[src/rtl/pause_ctrl.sv]
// PAUSE instruction sequencer: stalls fetch/decode, drains the back end,
// waits a programmable number of cycles, then retires the PAUSE as a bubble.
module pause_ctrl #(
    parameter int DRAIN_STAGES = 3,
    parameter int LEN_W        = 8
) (
    input  logic                    clk,
    input  logic                    rst_n,
    input  logic                    id_valid,
    input  logic                    id_pause,
    input  logic [LEN_W-1:0]        id_len,
    input  logic                    flush,
    input  logic [DRAIN_STAGES-1:0] stage_valid,
    input  logic                    mem_busy,
    output logic                    stall_fd,
    output logic                    bubble_ex,
    output logic                    pause_retire,
    output logic                    busy,
    output logic [31:0]             pause_count
);

    typedef enum logic [1:0] {
        IDLE,
        DRAIN,
        WAIT,
        DONE
    } state_e;

    state_e             state_q;
    logic [LEN_W-1:0]   cnt_q;
    logic [LEN_W-1:0]   cnt_d;
    logic [31:0]        pause_count_q;
    logic [31:0]        pause_count_d;
    logic               start;
    logic               drained;
    logic               in_seq;

    assign start         = id_valid & id_pause & ~flush;
    assign drained       = ~(|stage_valid) & ~mem_busy;
    assign cnt_d         = cnt_q - 1'b1;
    assign pause_count_d = pause_count_q + 32'd1;

    always_ff @(posedge clk or negedge rst_n) begin
        if (!rst_n) begin
            state_q       <= IDLE;
            cnt_q         <= '0;
            pause_count_q <= '0;
        end else begin
            unique case (state_q)
                IDLE: begin
                    if (start) begin
                        state_q <= DRAIN;
                        cnt_q   <= id_len;
                    end
                end
                DRAIN: begin
                    if (flush) begin
                        state_q <= IDLE;
                    end else if (drained) begin
                        state_q <= (cnt_q != '0) ? WAIT : DONE;
                    end
                end
                WAIT: begin
                    if (flush) begin
                        state_q <= IDLE;
                    end else begin
                        cnt_q <= cnt_d;
                        if (cnt_q == LEN_W'(1)) begin
                            state_q <= DONE;
                        end
                    end
                end
                DONE: begin
                    // The PAUSE has completed, so a late flush cannot cancel it.
                    pause_count_q <= pause_count_d;
                    state_q       <= IDLE;
                end
                default: state_q <= IDLE;
            endcase
        end
    end

    assign in_seq       = (state_q == DRAIN) | (state_q == WAIT);
    assign stall_fd     = ((state_q == IDLE) & start) | (in_seq & ~flush);
    assign bubble_ex    = stall_fd | (state_q == DONE);
    assign pause_retire = (state_q == DONE);
    assign busy         = (state_q != IDLE);
    assign pause_count  = pause_count_q;

endmodule

[config.mk]
export PLATFORM = sky130hd
export DESIGN_NAME = pause_ctrl
export DESIGN_NICKNAME = d
export VERILOG_FILES = /design/src/rtl/pause_ctrl.sv
export SDC_FILE = /design/constraint.sdc
export NUM_CORES = 1
export LEC_CHECK = 0
export ABC_AREA = 1
export CAP_MARGIN = 0
export CORE_MARGIN = 2
export CORE_UTILIZATION = 46
export CTS_CLUSTER_DIAMETER = 100
export DETAILED_ROUTE_END_ITERATION = 10
export PLACE_DENSITY = 0.78
export SLEW_MARGIN = 20
export SYNTH_ARGS = -nofsm -noshare
export SYNTH_HDL_FRONTEND = slang
export SYNTH_SLANG_ARGS = --single-unit
[constraint.sdc]
create_clock -name clk -period 1.54 [get_ports clk]
set_input_delay 0.308 -clock clk [delete_from_list [all_inputs] [get_ports clk]]
set_output_delay 0.308 -clock clk [all_outputs]
set_load 0.01 [all_outputs]
Word level (Yosys, flattened, before mapping)
Index checks and enable logic that the tools add are counted.
- mux-type cells: 10
- $add $sub $neg: 2
- bitwise logic cells: 11
- eq/ne operators: 8
- reductions and logical operators: 7
- operators by type and width (kind ; number):
    adder 32 x 1 -> 32 bit, second input constant ; 1
    2-to-1 mux 8 bit ; 2
    one-hot mux 8 bit (2 select lines) ; 1
    2-to-1 mux 2 bit ; 5
    equality test 8 x 1 -> 1 bit, second input constant ; 1
    one-hot mux 2 bit (4 select lines) ; 1
    nonzero test 8 bit ; 1
    subtractor 8 x 1 -> 8 bit, second input constant ; 1
    != test 3 bit, second input constant ; 2
    AND reduction 3 bit ; 2
    bitwise AND 1 bit ; 5
    equality test 2 bit, second input constant ; 2
    != test 2 bit, second input constant ; 2
    nonzero test 2 bit ; 2
    inverter 1 bit ; 3
    bitwise OR 1 bit ; 3
    OR reduction 3 bit ; 1
    equality test 2 x 1 -> 1 bit, second input constant ; 1
    logical NOT 2 bit ; 1
    2-to-1 mux 1 bit ; 1
- bits in registers: 42
- output and inout bits: 36

Depth between registers and ports, before layout
- word-level depth: 6
- mapped depth: 10
- depth with buffers taken out: 10

Least setup slack after synthesis
OpenSTA, ideal clock, no wires.
- path type: register to register
- start point: reg state_q[0]
- end point: reg pause_count_q[20], in the netlist pause_count[20]
- clock period less this slack: 1566 ps
- arrival: 1438 ps
- library setup time: 128 ps
- path slack: -26 ps
- cell stages (with the launch flop): 9
- path through: dfrtp_1 -> ha_1 -> nand2_2 -> inv_2 -> nand3_2 -> nor2_2 -> buf_6 -> nand2_2 -> xnor2_2
- longest elaborated chain between the ends: 1
- ends and longest elaborated chain (what ; line ; RTL):
    start, declared ; 29 ; state_e state_q;
    start signal, assigned ; 60 ; state_q <= (cnt_q != '0) ? WAIT : DONE;
    equality test 2 bit ; n/a ;
    net pause_retire ; 17 ; output logic pause_retire,
    end signal, assigned ; 75 ; pause_count_q <= pause_count_d;
    end, declared ; 32 ; logic [31:0] pause_count_q;
The timed path passes the listed nets, and every way through them passes these cells.
A chain may end at the register's enable or synchronous reset.

Worst setup path after layout
- start point: reg state_q[1]
- end point: out bubble_ex
- longest elaborated chain between the ends: 5
- elaborated cells between the ends (all ways): 9
- classes of those cells: eq/ne: 3; bitwise: 5; reduce/logical: 1
- ends and longest elaborated chain (what ; line ; RTL):
    equality test 2 x 1 -> 1 bit or equality test 2 bit (tied branches) ; 83 ; assign in_seq = (state_q == DRAIN) | (state_q == WAIT);
    bitwise OR 1 bit ; 83 ;
    bitwise AND 1 bit ; 84 ; assign stall_fd = ((state_q == IDLE) & start) | (in_seq & ~flush);
    bitwise OR 1 bit ; 84 ;
    bitwise OR 1 bit (*) ; 85 ; assign bubble_ex = stall_fd | (state_q == DONE);
    end, declared ; 16 ; output logic bubble_ex,
Mark *: on every way between the ends. The rest lies on a longest branch, timed or not.

==> results.json <==
{
  "synth_cells": 332,
  "syn_area_um2": 2534,
  "cp.arrival_ns": 1.40,
  "cts.path.max_buffers": 2,
  "slowest_stage": "dfrtp_1",
  "die_area_um2": 6118,
  "grtUsageTotal": 0.2149,
  "crit_chain": "inv_2 -> ha_4 -> inv_2 -> a21oi_2 -> or2_4 -> buf_6",
  "wl_per_cell_um": 12.46,
  "root_buffer": "clkbuf_8",
  "async_flop_share": 1.000,
  "ioPinCount": 53,
  "p_total_uw": 3873,
  "status": "finished, violations left",
  "cp_max_fo": 2,
  "setup_ws_ns": -0.1727,
  "areaGrowthSynthToFinish_pct": 49.23,
  "yosysTopAreaCell": "dfrtp_1",
  "syn-mean-instance-area_um2": 7.632,
  "cts_tree": "done",
  "clk_pin_slew_worst_paths_ns": 0.08,
  "yosysWarnings": 0,
  "drc_errors": 0,
  "rsz0062_at_grt": "yes",
  "fin_hold_ws_ns": 0.4882,
  "postSynthRegisterBits": 42,
  "die_x_um": 78.22,
  "coreArea_um2": 5405,
  "end_kind": "output port",
  "detail-route-antenna-nets": 0,
  "required_ns": 1.23,
  "fin_skew_ns": 0.001841,
  "ir_worst_vdd_v": 0.0008702,
  "cts.sinks": 42,
  "final_nets": 467,
  "start_util": 0.4687,
  "worstMarginPinSlew_ns": 0.4771,
  "finalWirelength_um": 6402,
  "min_period_ns": 1.713,
  "fmax_ghz": 0.5839,
  "cts_buffers": 5,
  "h-tree-depth": 2,
  "die_h_um": 78.22,
  "critPathKind": "reg -> out",
  "grt_max_degree": 26,
  "slew_violations": 0,
  "finalSetupViolCount": 18,
  "leakage_uw": 0.002074,
  "antenna-diode-count": 0,
  "fillers": 426,
  "gp_congestion": 0.8707,
  "drt_pass1_iterations": 5,
  "slowest_delay_ns": 0.39,
  "place_ws_ns": -0.4567,
  "place_hpwl_um": 4397,
  "cp_common_cell": "inv_2",
  "start_kind": "register",
  "synthTopCellsByCount": "91 x nand2_1, 49 x inv_1, 42 x dfrtp_1",
  "synth_cell_types": 30,
  "synth_edf_count": 0,
  "port-buffer-count": 52,
  "synthTopCellsByArea": "dfrtp_1 41%, nand2_1 13%, inv_1 7.3%",
  "finish.utilization": 0.6995,
  "grt_pass1_wl_um": 10450,
  "hold_class": "in -> async",
  "vias_per_cell": 4.868,
  "grt_overflow_total": 0,
  "finalHoldViolations": 0,
  "rows": 27,
  "antenna_found_initial": 0,
  "fin_setup_tns_ns": -0.9852,
  "insertion_delay_ns": 0.30,
  "first_global_vias": 2433,
  "synth_top_area_share": 0.4148,
  "cellPowerDensity_nw_per_um2": 1024,
  "drive_gt1_frac": 0.2443,
  "synth.most_common_cell": "nand2_1",
  "vias": 2502,
  "fin_crit_sh": 1.112,
  "maxCapViolations": 0,
  "syn_nets": 358,
  "drt_iter0_markers": 124,
  "violations": "negative setup slack",
  "ys_seq_area_frac": 0.4148,
  "relSlewSlack": 0.6819,
  "synthFlopType": "dfrtp_1"
}
[flip-flops by register name, summed over array words and instances (netlist names)]
signal / count
state_q: 2
pause_count: 32
cnt_q: 8
[final cells by class]
cell class | count | area, um^2 | area share
inverters | 51 | 191.4 | 0.05063
clock buffers | 6 | 82.58 | 0.02184
multi-input cells | 236 | 1383 | 0.3657
well taps | 72 | 90.09 | 0.02383
clock inverters | 2 | 12.51 | 0.003309
repair buffers | 105 | 965.9 | 0.2555
flip-flops and latches | 42 | 1056 | 0.2793
[layout by cell type (no fill, tap or decap), drive strengths merged]
master,instances
nand2,95
buf,57
inv,51
dfrtp,42
nor2,36
nand3,32
clkdlybuf4s50,27
nand4,13
o21ai,13
dlymetal6s2s,11
xnor2,10
xor2,9
dlygate4sd2,9
ha,9
clkbuf,6
a21oi,5
o22ai,3
nor3,3
nand3b,2
or2,2
a21o,1
o211ai,1
o21a,1
a22oi,1
clkinvlp,1
clkinv,1
dlygate4sd3,1
[logic make-up after synthesis]
kind of cell               synth area share
AOI/OAI and AO/OA                   0.05482
xor gates and xnor gates            0.07161
adders and majority gates           0.04445
buffers and inverters               0.08445
DFF                                  0.4148
and+or+nand+nor                      0.3299
[critical path, delay by kind of cell (launching register included)]
| kind | cells | cell delay [ns] |
|---|---|---|
| flip-flops | 1 | 0.39 |
| buffers and inverters | 3 | 0.25 |
| AND/OR/NAND/NOR | 1 | 0.22 |
| adder cells (fa/ha/maj) | 1 | 0.20 |
| AO/OA/AOI/OAI | 1 | 0.05 |
[stage by stage]
stage,instance area [um^2],std cells
final,3781,514
after detailed placement,3339,479
after global placement,3339,479
after global routing,3781,514
after CTS,3681,513
after floorplan,2536,332
[where the power goes]
group	switching, uW	total [uW]	internal (uW)
Clock	397	758	361
Sequential	109	1380	1270
Combinational	914	1740	822
Total	1420	3870	2450
[path summary, 6_finish.rpt]
| kind | startpoint | endpoint | slack [ns] | depth (start not counted) |
|---|---|---|---|---|
| worst max-delay path | state_q[1] | bubble_ex | -0.17 | 6 |
| worst min-delay path | rst_n | pause_count[4] | 0.49 | 2 |
| worst max register to register | state_q[1] | pause_count[27] | -0.10 | 10 |
| worst min register to register | cnt_q[6] | cnt_q[6] | 0.50 | 2 |
| max in group asynchronous | rst_n | pause_count[20] | 0.55 | 3 |
| min in group clk | cnt_q[6] | cnt_q[6] | 0.50 | 2 |
[routing by layer]
layer  wire length (um)  up-vias  global-route usage  share of wire
met2               3319       61              0.3914           0.52
met4                126        0             0.08246          0.020
met1               2658     1160              0.2502           0.42
met3                298       15             0.03908          0.047
li1                   -     1266                   -              -
met5                  0        -                   0              0
[what timing repair did]
action / in CTS / in global routing
endpoints found under the setup margin: 64 / 47
gates resized for setup: 47 / 29
setup buffers: 26 / 1
hold endpoints to repair: 17 / 0
hold buffers: 1 / 0
pin swaps: 3 / 3
Power figures use the tool's default switching activity.
